==> src/rtl/seg7_pkg.sv <==
// Shared types and constants for the counter display path: converter state,
// active-low 7-segment glyphs and scan digit positions.
package seg7_pkg;

    typedef enum logic {
        IDLE = 1'b0,
        CONV = 1'b1
    } conv_state_e;

    // Segment order {g,f,e,d,c,b,a}, active-low.
    localparam logic [6:0] SEG_0     = 7'b1000000;
    localparam logic [6:0] SEG_1     = 7'b1111001;
    localparam logic [6:0] SEG_2     = 7'b0100100;
    localparam logic [6:0] SEG_3     = 7'b0110000;
    localparam logic [6:0] SEG_4     = 7'b0011001;
    localparam logic [6:0] SEG_5     = 7'b0010010;
    localparam logic [6:0] SEG_6     = 7'b0000010;
    localparam logic [6:0] SEG_7     = 7'b1111000;
    localparam logic [6:0] SEG_8     = 7'b0000000;
    localparam logic [6:0] SEG_9     = 7'b0010000;
    localparam logic [6:0] SEG_U     = 7'b1000001;
    localparam logic [6:0] SEG_D     = 7'b0100001;
    localparam logic [6:0] SEG_BLANK = 7'b1111111;

    localparam logic [1:0] DIG_ONES     = 2'd0;
    localparam logic [1:0] DIG_TENS     = 2'd1;
    localparam logic [1:0] DIG_HUNDREDS = 2'd2;
    localparam logic [1:0] DIG_DIR      = 2'd3;

    function automatic logic [6:0] digit_glyph(input logic [3:0] d);
        logic [6:0] g;
        case (d)
            4'd0:    g = SEG_0;
            4'd1:    g = SEG_1;
            4'd2:    g = SEG_2;
            4'd3:    g = SEG_3;
            4'd4:    g = SEG_4;
            4'd5:    g = SEG_5;
            4'd6:    g = SEG_6;
            4'd7:    g = SEG_7;
            4'd8:    g = SEG_8;
            4'd9:    g = SEG_9;
            default: g = SEG_BLANK;
        endcase
        return g;
    endfunction

endpackage

==> src/rtl/bin2bcd_seq.sv <==
// Sequential 8-bit binary to 3-digit BCD converter (shift-add-3), one bit
// per cycle. `done` pulses on the final iteration with the result on `bcd`.
module bin2bcd_seq
    import seg7_pkg::*;
(
    input  logic       clk,
    input  logic       reset,
    input  logic [7:0] bin,
    input  logic       start,
    output logic       busy,
    output logic       done,
    output logic [9:0] bcd
);

    conv_state_e state_q, state_d;
    logic [2:0]  cnt_q, cnt_d;
    logic [7:0]  bin_q, bin_d;
    // Before the last shift at most 7 bits have entered, so the hundreds
    // digit is still a single bit and 9 stored bits are enough.
    logic [8:0]  bcd_q, bcd_d;
    logic [7:0]  corr;
    logic [9:0]  bcd_shift;

    always_ff @(posedge clk or negedge reset) begin
        if (!reset) begin
            state_q <= IDLE;
            cnt_q   <= 3'd0;
            bin_q   <= 8'd0;
            bcd_q   <= 9'd0;
        end else begin
            state_q <= state_d;
            cnt_q   <= cnt_d;
            bin_q   <= bin_d;
            bcd_q   <= bcd_d;
        end
    end

    always_comb begin
        corr = bcd_q[7:0];
        if (bcd_q[3:0] >= 4'd5) corr[3:0] = bcd_q[3:0] + 4'd3;
        if (bcd_q[7:4] >= 4'd5) corr[7:4] = bcd_q[7:4] + 4'd3;
        bcd_shift = {bcd_q[8], corr, bin_q[7]};
    end

    always_comb begin
        state_d = state_q;
        cnt_d   = cnt_q;
        bin_d   = bin_q;
        bcd_d   = bcd_q;
        case (state_q)
            IDLE: begin
                if (start) begin
                    state_d = CONV;
                    bin_d   = bin;
                    bcd_d   = 9'd0;
                    cnt_d   = 3'd7;
                end
            end
            CONV: begin
                bcd_d = bcd_shift[8:0];
                bin_d = {bin_q[6:0], 1'b0};
                cnt_d = cnt_q - 3'd1;
                if (cnt_q == 3'd0) state_d = IDLE;
            end
            default: state_d = IDLE;
        endcase
    end

    always_comb begin
        busy = (state_q == CONV);
        done = (state_q == CONV) && (cnt_q == 3'd0);
        bcd  = bcd_shift;
    end

endmodule

==> src/rtl/seg7_count_display.sv <==
// Counter value display: change-triggered BCD conversion and a 4-digit
// multiplexed scan (ones, tens, hundreds, direction). SEG7_LEADING_ZERO_BLANK_EN
// blanks leading zeros of the hundreds and tens digits.
module seg7_count_display
    import seg7_pkg::*;
#(
    parameter int REFRESH_DIV = 50000
) (
    input  logic       clk,
    input  logic       reset,
    input  logic [7:0] value,
    input  logic       ud,
    output logic [3:0] an,
    output logic [6:0] seg,
    output logic       busy
);

    localparam int RW = (REFRESH_DIV > 2) ? $clog2(REFRESH_DIV) : 1;
    localparam logic [RW-1:0] REF_LAST = RW'(REFRESH_DIV - 1);

    logic [7:0]    last_q, last_d;
    logic [1:0]    d2_q, d2_d;
    logic [3:0]    d1_q, d1_d;
    logic [3:0]    d0_q, d0_d;
    logic [RW-1:0] ref_q, ref_d;
    logic [1:0]    idx_q, idx_d;
    logic [3:0]    an_q, an_d;
    logic [6:0]    seg_q, seg_d;

    logic       conv_busy, conv_done, start, tick;
    logic [9:0] conv_bcd;
    logic       blank_hund, blank_tens;

    // Compare against the live value only while idle: changes during a
    // conversion are dropped and the latest value is picked up afterwards.
    assign start = !conv_busy && (value != last_q);
    assign tick  = (ref_q == REF_LAST);
    assign busy  = conv_busy;
    assign an    = an_q;
    assign seg   = seg_q;

    bin2bcd_seq u_conv (
        .clk   (clk),
        .reset (reset),
        .bin   (value),
        .start (start),
        .busy  (conv_busy),
        .done  (conv_done),
        .bcd   (conv_bcd)
    );

`ifdef SEG7_LEADING_ZERO_BLANK_EN
    assign blank_hund = (d2_q == 2'd0);
    assign blank_tens = (d2_q == 2'd0) && (d1_q == 4'd0);
`else
    assign blank_hund = 1'b0;
    assign blank_tens = 1'b0;
`endif

    always_comb begin
        last_d = start ? value : last_q;
        d2_d   = d2_q;
        d1_d   = d1_q;
        d0_d   = d0_q;
        if (conv_done) begin
            d2_d = conv_bcd[9:8];
            d1_d = conv_bcd[7:4];
            d0_d = conv_bcd[3:0];
        end

        ref_d = tick ? '0 : ref_q + RW'(1);
        idx_d = tick ? idx_q + 2'd1 : idx_q;
        an_d  = an_q;
        seg_d = seg_q;
        if (tick) begin
            an_d = ~(4'b0001 << idx_d);
            case (idx_d)
                DIG_ONES:     seg_d = digit_glyph(d0_q);
                DIG_TENS:     seg_d = blank_tens ? SEG_BLANK : digit_glyph(d1_q);
                DIG_HUNDREDS: seg_d = blank_hund ? SEG_BLANK : digit_glyph({2'b00, d2_q});
                default:      seg_d = ud ? SEG_U : SEG_D;
            endcase
        end
    end

    always_ff @(posedge clk or negedge reset) begin
        if (!reset) begin
            last_q <= 8'd0;
            d2_q   <= 2'd0;
            d1_q   <= 4'd0;
            d0_q   <= 4'd0;
            ref_q  <= '0;
            idx_q  <= DIG_DIR;
            an_q   <= 4'b1111;
            seg_q  <= SEG_BLANK;
        end else begin
            last_q <= last_d;
            d2_q   <= d2_d;
            d1_q   <= d1_d;
            d0_q   <= d0_d;
            ref_q  <= ref_d;
            idx_q  <= idx_d;
            an_q   <= an_d;
            seg_q  <= seg_d;
        end
    end

endmodule
==> config.mk <==
export PLATFORM = sky130hd
export DESIGN_NAME = seg7_count_display
export DESIGN_NICKNAME = d
export VERILOG_FILES = /design/src/rtl/seg7_pkg.sv /design/src/rtl/bin2bcd_seq.sv /design/src/rtl/seg7_count_display.sv
export SDC_FILE = /design/constraint.sdc
export NUM_CORES = 1
export LEC_CHECK = 0
export ABC_AREA = 1
export CAP_MARGIN = 20
export CORE_MARGIN = 2
export CORE_UTILIZATION = 64
export CTS_CLUSTER_DIAMETER = 40
export DETAILED_ROUTE_END_ITERATION = 8
export PLACE_DENSITY = 0.81
export REMOVE_ABC_BUFFERS = 1
export SLEW_MARGIN = 25
export SYNTH_ARGS = -nofsm -noshare
export SYNTH_HDL_FRONTEND = slang
export SYNTH_HIERARCHICAL = 1
export SYNTH_SLANG_ARGS = --single-unit
==> constraint.sdc <==
create_clock -name clk -period 3.8 [get_ports clk]
set_input_delay 0.76 -clock clk [delete_from_list [all_inputs] [get_ports clk]]
set_output_delay 0.76 -clock clk [all_outputs]
set_load 0.01 [all_outputs]
==> results.md, run 1 <==
- Register area share after synthesis: 43.8%
- Synth warn: 6
- GR Overflow Total: 0
- CTS H-tree depth: 3
- Hold WS: 0.388 ns
- Fmax: 0.385 GHz
- RR Startpoint: last_q[7]
- FF-to-FF End: u_conv/bcd_q[7]
- Total routed wirelength: 8.00 mm
- Worst-Margin Slew: 0.681 ns
- Chip Height: 82.3 um
- Post-Layout Cell Count: 599
- Slew HR: 54.5%
- Tmin final: 2.60 ns
- Worst-path cell chain: clkdlybuf4s50_1, xor2_1, nor2_1, nand4_1, nand2_1, clkinv_1, nor2_4, inv_1, o21ai_0
- Residual DRC: 0
- CTS sink cnt: 68
- Startpoint Class: input port
- Worst-path clk slew: 0.08 ns
- Pleak: 2.18 nW
- Fraction of registers with async set/reset: 100%
- CP arrival: 2.86 ns
- Worst path required time: 4.06 ns
- Post-layout nets: 547
- Count of cell types in the netlist: 40
- Total track usage: 26.9%
- Detail Placement HPWL: 5.99 mm
- FP Rows: 28
- Synth Register Bits: 68
- R2R depth: 8
- Worst Hold Class: in -> async
- Outcome: finished, final reports clean
- Routed vias: 3257
- Final Wtd Congestion: 0.887
- Hold Buf Count CTS: 0
- Max clock buf depth: 2
- Avg Cell Area, Syn: 7.95 um^2
- Delay-heaviest family, CP: buffers and inverters
- Post-synth EDFFs: 0
- Tot Pwr: 0.00288 W
- Wire length per cell: 13.4 um
- Crit path max-delay cell type: clkdlybuf4s50_1
- Crit path buf inv count: 3
- Die W: 82.3 um
- Core footprint: 5920 um^2
- CP Class: in -> reg
- Final period util: 68.3%
- Worst VDD drop: 448 uV
- Multi-input logic area: 1890 um^2
- First-pass iteration count of the detailed router: 5
- Initial drt markers: 211
- Flop2flop setup slack: 1.68 ns
- Crit. End Element: flop
- Setup Fix Bufs, Post-CTS: 0
- Max-cap viol count: 0
- Die footprint: 6770 um^2
- Critical-path maximum fanout: 16
- Reg area: 1720 um^2
- Vias/cell: 5.44
- Syn-to-layout area delta: 12.1%
- Setup Total Neg Slack: 0 ns
- Top-Level Pins: 23
- Final Slew Violations: 0
- PostCTS Resize Cnt: 0
- Cell total after placement: 583
- Antenna-violating nets left: 0
- TritonCTS buffer count: 9
- Layout cells sized above 1: 13.4%
- Antenna violations before repair: 0
- Max Clock Skew: 0.00668 ns
- Largest net degree at the start of global routing: 28
- Fill cells: 464
- Slowest stage delay, CP: 0.46 ns
- Worst Setup SP: value[6]
- CTS root buffer: clkbuf_8
- Port bufs: 22
- RSZ-0062 raised after global routing: false
- Diode count: 0
- Clock tree from TritonCTS: built
- Synth Instances: 493
- Finish-stage setup viols: 0
- Final Hold Violating Endpoints: 0
- P per Cell Area: 656 nW/um^2
- Top FF cell, synth: dfrtp_1
- Mapped Area: 3920 um^2
- Initial Utilization: 66.2%
- First-pass GRT wire length: 13.8 mm
- Clk_lat worst skew: 0.35 ns
- Vias in the first global route: 3183
[cell usage after synthesis (all sizes together) (3+ instances only)]
cell type / n / share of area, %
nand2: 150 / 15
inv: 60 / 5.7
dfrtp: 55 / 35
nand3: 43 / 6.1
o21ai: 38 / 4.9
nor2: 37 / 5.0
ha: 17 / 5.4
a21oi: 15 / 1.9
dfstp: 13 / 8.7
xor2: 12 / 2.7
nand4: 10 / 1.6
buf: 8 / 1.9
nor3: 5 / 0.64
and2: 4 / 0.64
a31oi: 3 / 0.48
o211ai: 3 / 0.57
o22ai: 3 / 0.48
or2: 3 / 0.48
[area by class of cell]
cell class / count / area share, %
multi-input cells: 353 / 43.0
clock buffers: 9 / 2.82
inverters: 62 / 5.30
repair buffers: 25 / 5.41
flip-flops and latches: 68 / 39.1
well taps: 75 / 2.14
clock inverters: 7 / 2.28
[where the power goes]
group          leakage, nW  total (W)  switching, W  internal [W]
Clock                0.114   0.000668      0.000295      0.000374
Sequential           0.833    0.00107      0.000160      0.000915
Combinational         1.23    0.00114      0.000707      0.000433
Total                 2.18    0.00288       0.00116       0.00172
[flip-flops by register name, summed over array words and instances, names as in the netlist]
register,cells
ref_q,16
u_conv/bcd_q,9
u_conv/busy,1
d0_q,4
seg,7
d2_q,2
idx_q,2
an,4
last_q,8
u_conv/cnt_q,3
u_conv/bin_q,8
d1_q,4
[through the flow]
step                      instance area, um^2  setup slack, ns  util [%]
final                                    4390             1.20      74.2
after global routing                     4390            0.986      74.2
after detailed placement                 4170            0.840      70.4
after CTS                                4390             1.21      74.2
after floorplan                          3840             1.66         -
after global placement                   4170            0.957      70.4
[layout by cell type, fill, tap and decap left out, types with 2 or more instances in the layout]
cell type and count:
nor3_1 5, clkinv_4 3, bufinv_16 2, dfrtp_1 55, ha_1 17, nand2_2 6, buf_4 3, nand2_4 2
nor2_4 3, nand3b_1 2, nand3_1 38, nand4_1 10, clkinv_1 2, or2_2 3, nand3_2 5, clkbuf_8 9
nand2_1 142, nor2_1 25, and2_1 4, o21ai_1 8, inv_1 52, o211ai_1 3, o22ai_1 3, inv_2 8
a31oi_1 3, a21oi_1 15, clkdlybuf4s50_1 21, xor2_1 12, o21ai_0 30, nor2_2 8, dfstp_2 13
[per-layer routing]
metal  global-route usage, %  vias to the layer above  part of all wire [%]  routed length [um]
li1                        -                     1640                     -                   -
met1                    32.5                     1531                    45                3580
met2                    46.5                       71                    50                4010
met3                    5.87                       15                   3.5                 282
met4                    11.0                        0                   1.6                 128
met5                       0                        -                     0                   0
[cells by family (layout without fill, tap and decap cells)]
family | after synthesis | after routing | share of synthesized area (%)
flip-flops | 68 | 68 | 43.8
AO/OA/AOI/OAI | 67 | 67 | 9.42
adder cells (fa/ha/maj) | 17 | 17 | 5.43
XOR/XNOR | 13 | 13 | 2.90
AND/OR/NAND/NOR | 256 | 256 | 30.4
buffers and inverters | 72 | 103 | 8.04
[how the worst max path moves through the flow]
stage                     cells after the start  slack, ns              end
after global placement                        9       0.96  u_conv/bin_q[7]
after detailed placement                      9       0.84  u_conv/bin_q[7]
final                                         9       1.20  u_conv/bcd_q[7]
after global routing                          9       0.99  u_conv/bin_q[7]
after floorplan                               8       1.66  u_conv/bin_q[7]
after CTS                                     9       1.21  u_conv/bcd_q[7]
Note: power is estimated with default switching activity, not from simulation.
==> inputs of run 2 (changes only) <==
Settings changed: CORE_UTILIZATION 64 to 60, PLACE_DENSITY 0.81 to 0.76.
Clock period 3.8 ns to 2.65 ns, I/O delays scaled along.
==> run 2 against run 1 <==
Flip-flop and latch count unchanged. Setup slack worse by 0.66 ns. Utilization down 4.9 points. Critical path depth unchanged. Via count down 0.15%. Cell count up 0.67%. Die area up 6.3%. Non-clock buffer count up 2. Critical endpoint is now u_conv/bin_q[7].
==> results.md, run 2 (synthesis gave the netlist of run 1 again) <==
- Worst-path clk slew: 0.08 ns (about the same)
- Layout cells sized above 1: 13.3% (-0.051 points)
- Pleak: 2.18 nW (about the same)
- RR Startpoint: ref_q[0]
- R2R depth: 10 (+2)
- CP Class: in -> reg
- Final Hold Violating Endpoints: 0 (unchanged)
- Final Wtd Congestion: 0.861 (-2.9%)
- Chip Height: 84.8 um (+3.1%)
- Worst path required time: 2.91 ns (-1.15 ns)
- Final Slew Violations: 0 (unchanged)
- Port bufs: 22 (unchanged)
- Initial Utilization: 61.7% (-4.5 points)
- Most frequent cells in the layout: nand2_1, dfrtp_1, inv_1
- Vias/cell: 5.39 (-0.82%)
- Setup Fix Bufs, Post-CTS: 0 (unchanged)
- FP Rows: 29 (+3.6%)
- Max clock buf depth: 2 (unchanged)
- Hold WS: 0.174 ns (-0.213 ns)
- TritonCTS buffer count: 9 (unchanged)
- Largest net degree at the start of global routing: 69 (+150%)
- Detail Placement HPWL: 5.84 mm (-2.5%)
- P per Cell Area: 918 nW/um^2 (+40%)
- FF-to-FF End: seg[0]
- Routed vias: 3252 (-0.15%)
- Max Clock Skew: 0.0106 ns (+0.00392 ns)
- CTS sink cnt: 68 (unchanged)
- GR Overflow Total: 0 (unchanged)
- Die footprint: 7200 um^2 (+6.3%)
- Vias in the first global route: 3007 (-5.5%)
- Top-Level Pins: 23 (unchanged)
- Clk_lat worst skew: 0.35 ns (about the same)
- DP Area: 4200 um^2 (+0.72%)
- Fmax: 0.475 GHz
- Critical-path maximum fanout: 10 (-6)
- RSZ-0062 raised after global routing: false
- Slew HR: 51.3% (-3.2 points)
- CTS root buffer: clkbuf_8
- Startpoint Class: input port
- Total track usage: 24.3% (-2.6 points)
- Design area: 4400 um^2 (+0.11%)
- Worst setup path end: u_conv/bin_q[7]
- First-pass iteration count of the detailed router: 5 (unchanged)
- Hold Buf Count CTS: 0 (unchanged)
- Diode count: 0 (unchanged)
- Final period util: 79.4%
- Max-cap viol count: 0 (unchanged)
- Most flops, register: ref_q
- Antenna violations before repair: 0 (unchanged)
- Finish-stage setup viols: 0 (unchanged)
- Tmin final: 2.10 ns
- Regs by FF count: ref_q: 16 flops, u_conv/bcd_q: 9 flops
- Antenna-violating nets left: 0 (unchanged)
- Worst Setup SP: value[1]
- Worst Hold Class: in -> async
- Syn-to-layout area delta: 12.2%
- Flop2flop setup slack: 0.65 ns (-1.03 ns)
- Initial drt markers: 229 (+8.5%)
- Setup Total Neg Slack: 0 ns (unchanged)
- Outcome: finished, final reports clean
- First-pass GRT wire length: 14.0 mm (+0.79%)
- Core footprint: 6350 um^2 (+7.2%)
- Total routed wirelength: 8.01 mm (about the same)
- Max FFs per register: 16 (unchanged)
- Die W: 84.8 um (+3.1%)
- Fill cells: 534 (+15%)
- Residual DRC: 0 (unchanged)
- Clock tree from TritonCTS: built
- Crit. End Element: flop
- PostCTS Resize Cnt: 0 (unchanged)
- CP arrival: 2.37 ns (-0.49 ns)
- CTS H-tree depth: 3 (unchanged)
- Wire length per cell: 13.3 um (-0.65%)
- Most common cell after layout, fill and taps aside: nand2_1
- Worst-Margin Slew: 0.729 ns (+0.0478 ns)
- Worst VDD drop: 646 uV (+44%)
- Post-layout nets: 549 (+0.37%)
- Core Util, Final: 69.3% (-4.9 points)
## run 2: changes by cell type in the layout (fill, tap and decap cells not counted)
cell        change
inv_6           -1
buf_12          +1
clkbuf_1        +2
buf_4           +1
clkinv_4        -3
clkinv_2        +1
clkinvlp_4      +1
clkbuf_16       +2
bufinv_16       -2
## run 2: routing by layer
metal  vias to the layer above  global-route usage, %  share of wire [%]
met5                         -                      0                  0
met4                         0                   9.24                2.4
met3                        17                   3.40                4.3
met2                        77                   39.2                 47
met1                      1515                   33.7                 46
li1                       1643                      -                  -
## run 2: where the power goes
part	switching, W	total [W]	internal [W]
clock network	0.000387	0.000838	0.000451
logic	0.00100	0.00165	0.000645
registers	0.000237	0.00155	0.00131
## run 2: area by class of cell
type,count,area [um^2],share of cell area (%)
repair buffers,27,265,6.03
flip-flops and latches,68,1720,39.1
inverters,62,233,5.29
clock buffers,13,181,4.13
clock inverters,3,17.5,0.398
multi-input cells,353,1890,42.9
well taps,77,96.3,2.19
## run 2: worst min path at each step
stage                  start       end
global placement    ref_q[0]  ref_q[0]
detailed placement  ref_q[0]  ref_q[0]
CTS                    reset   d0_q[0]
finish                 reset   d0_q[0]
floorplan              reset   d0_q[0]
global route           reset   d0_q[1]
## run 2: worst max-delay path, cell delays in order
cell	delay, ns
clkdlybuf4s50_1	0.46
xor2_1	0.16
nor2_1	0.12
nand4_1	0.10
nand2_1	0.21
clkinv_1	0.20
nor2_4	0.26
inv_1	0.16
o211ai_1	0.17
## run 2: through the flow
stage                     total power [W]  worst slack (ns)  cells
after global routing              0.00439             0.378    603
after detailed placement          0.00321             0.209    587
after global placement            0.00316             0.291    587
after CTS                         0.00406             0.545    603
after floorplan                   0.00275             0.595    483
final                             0.00404             0.546    603
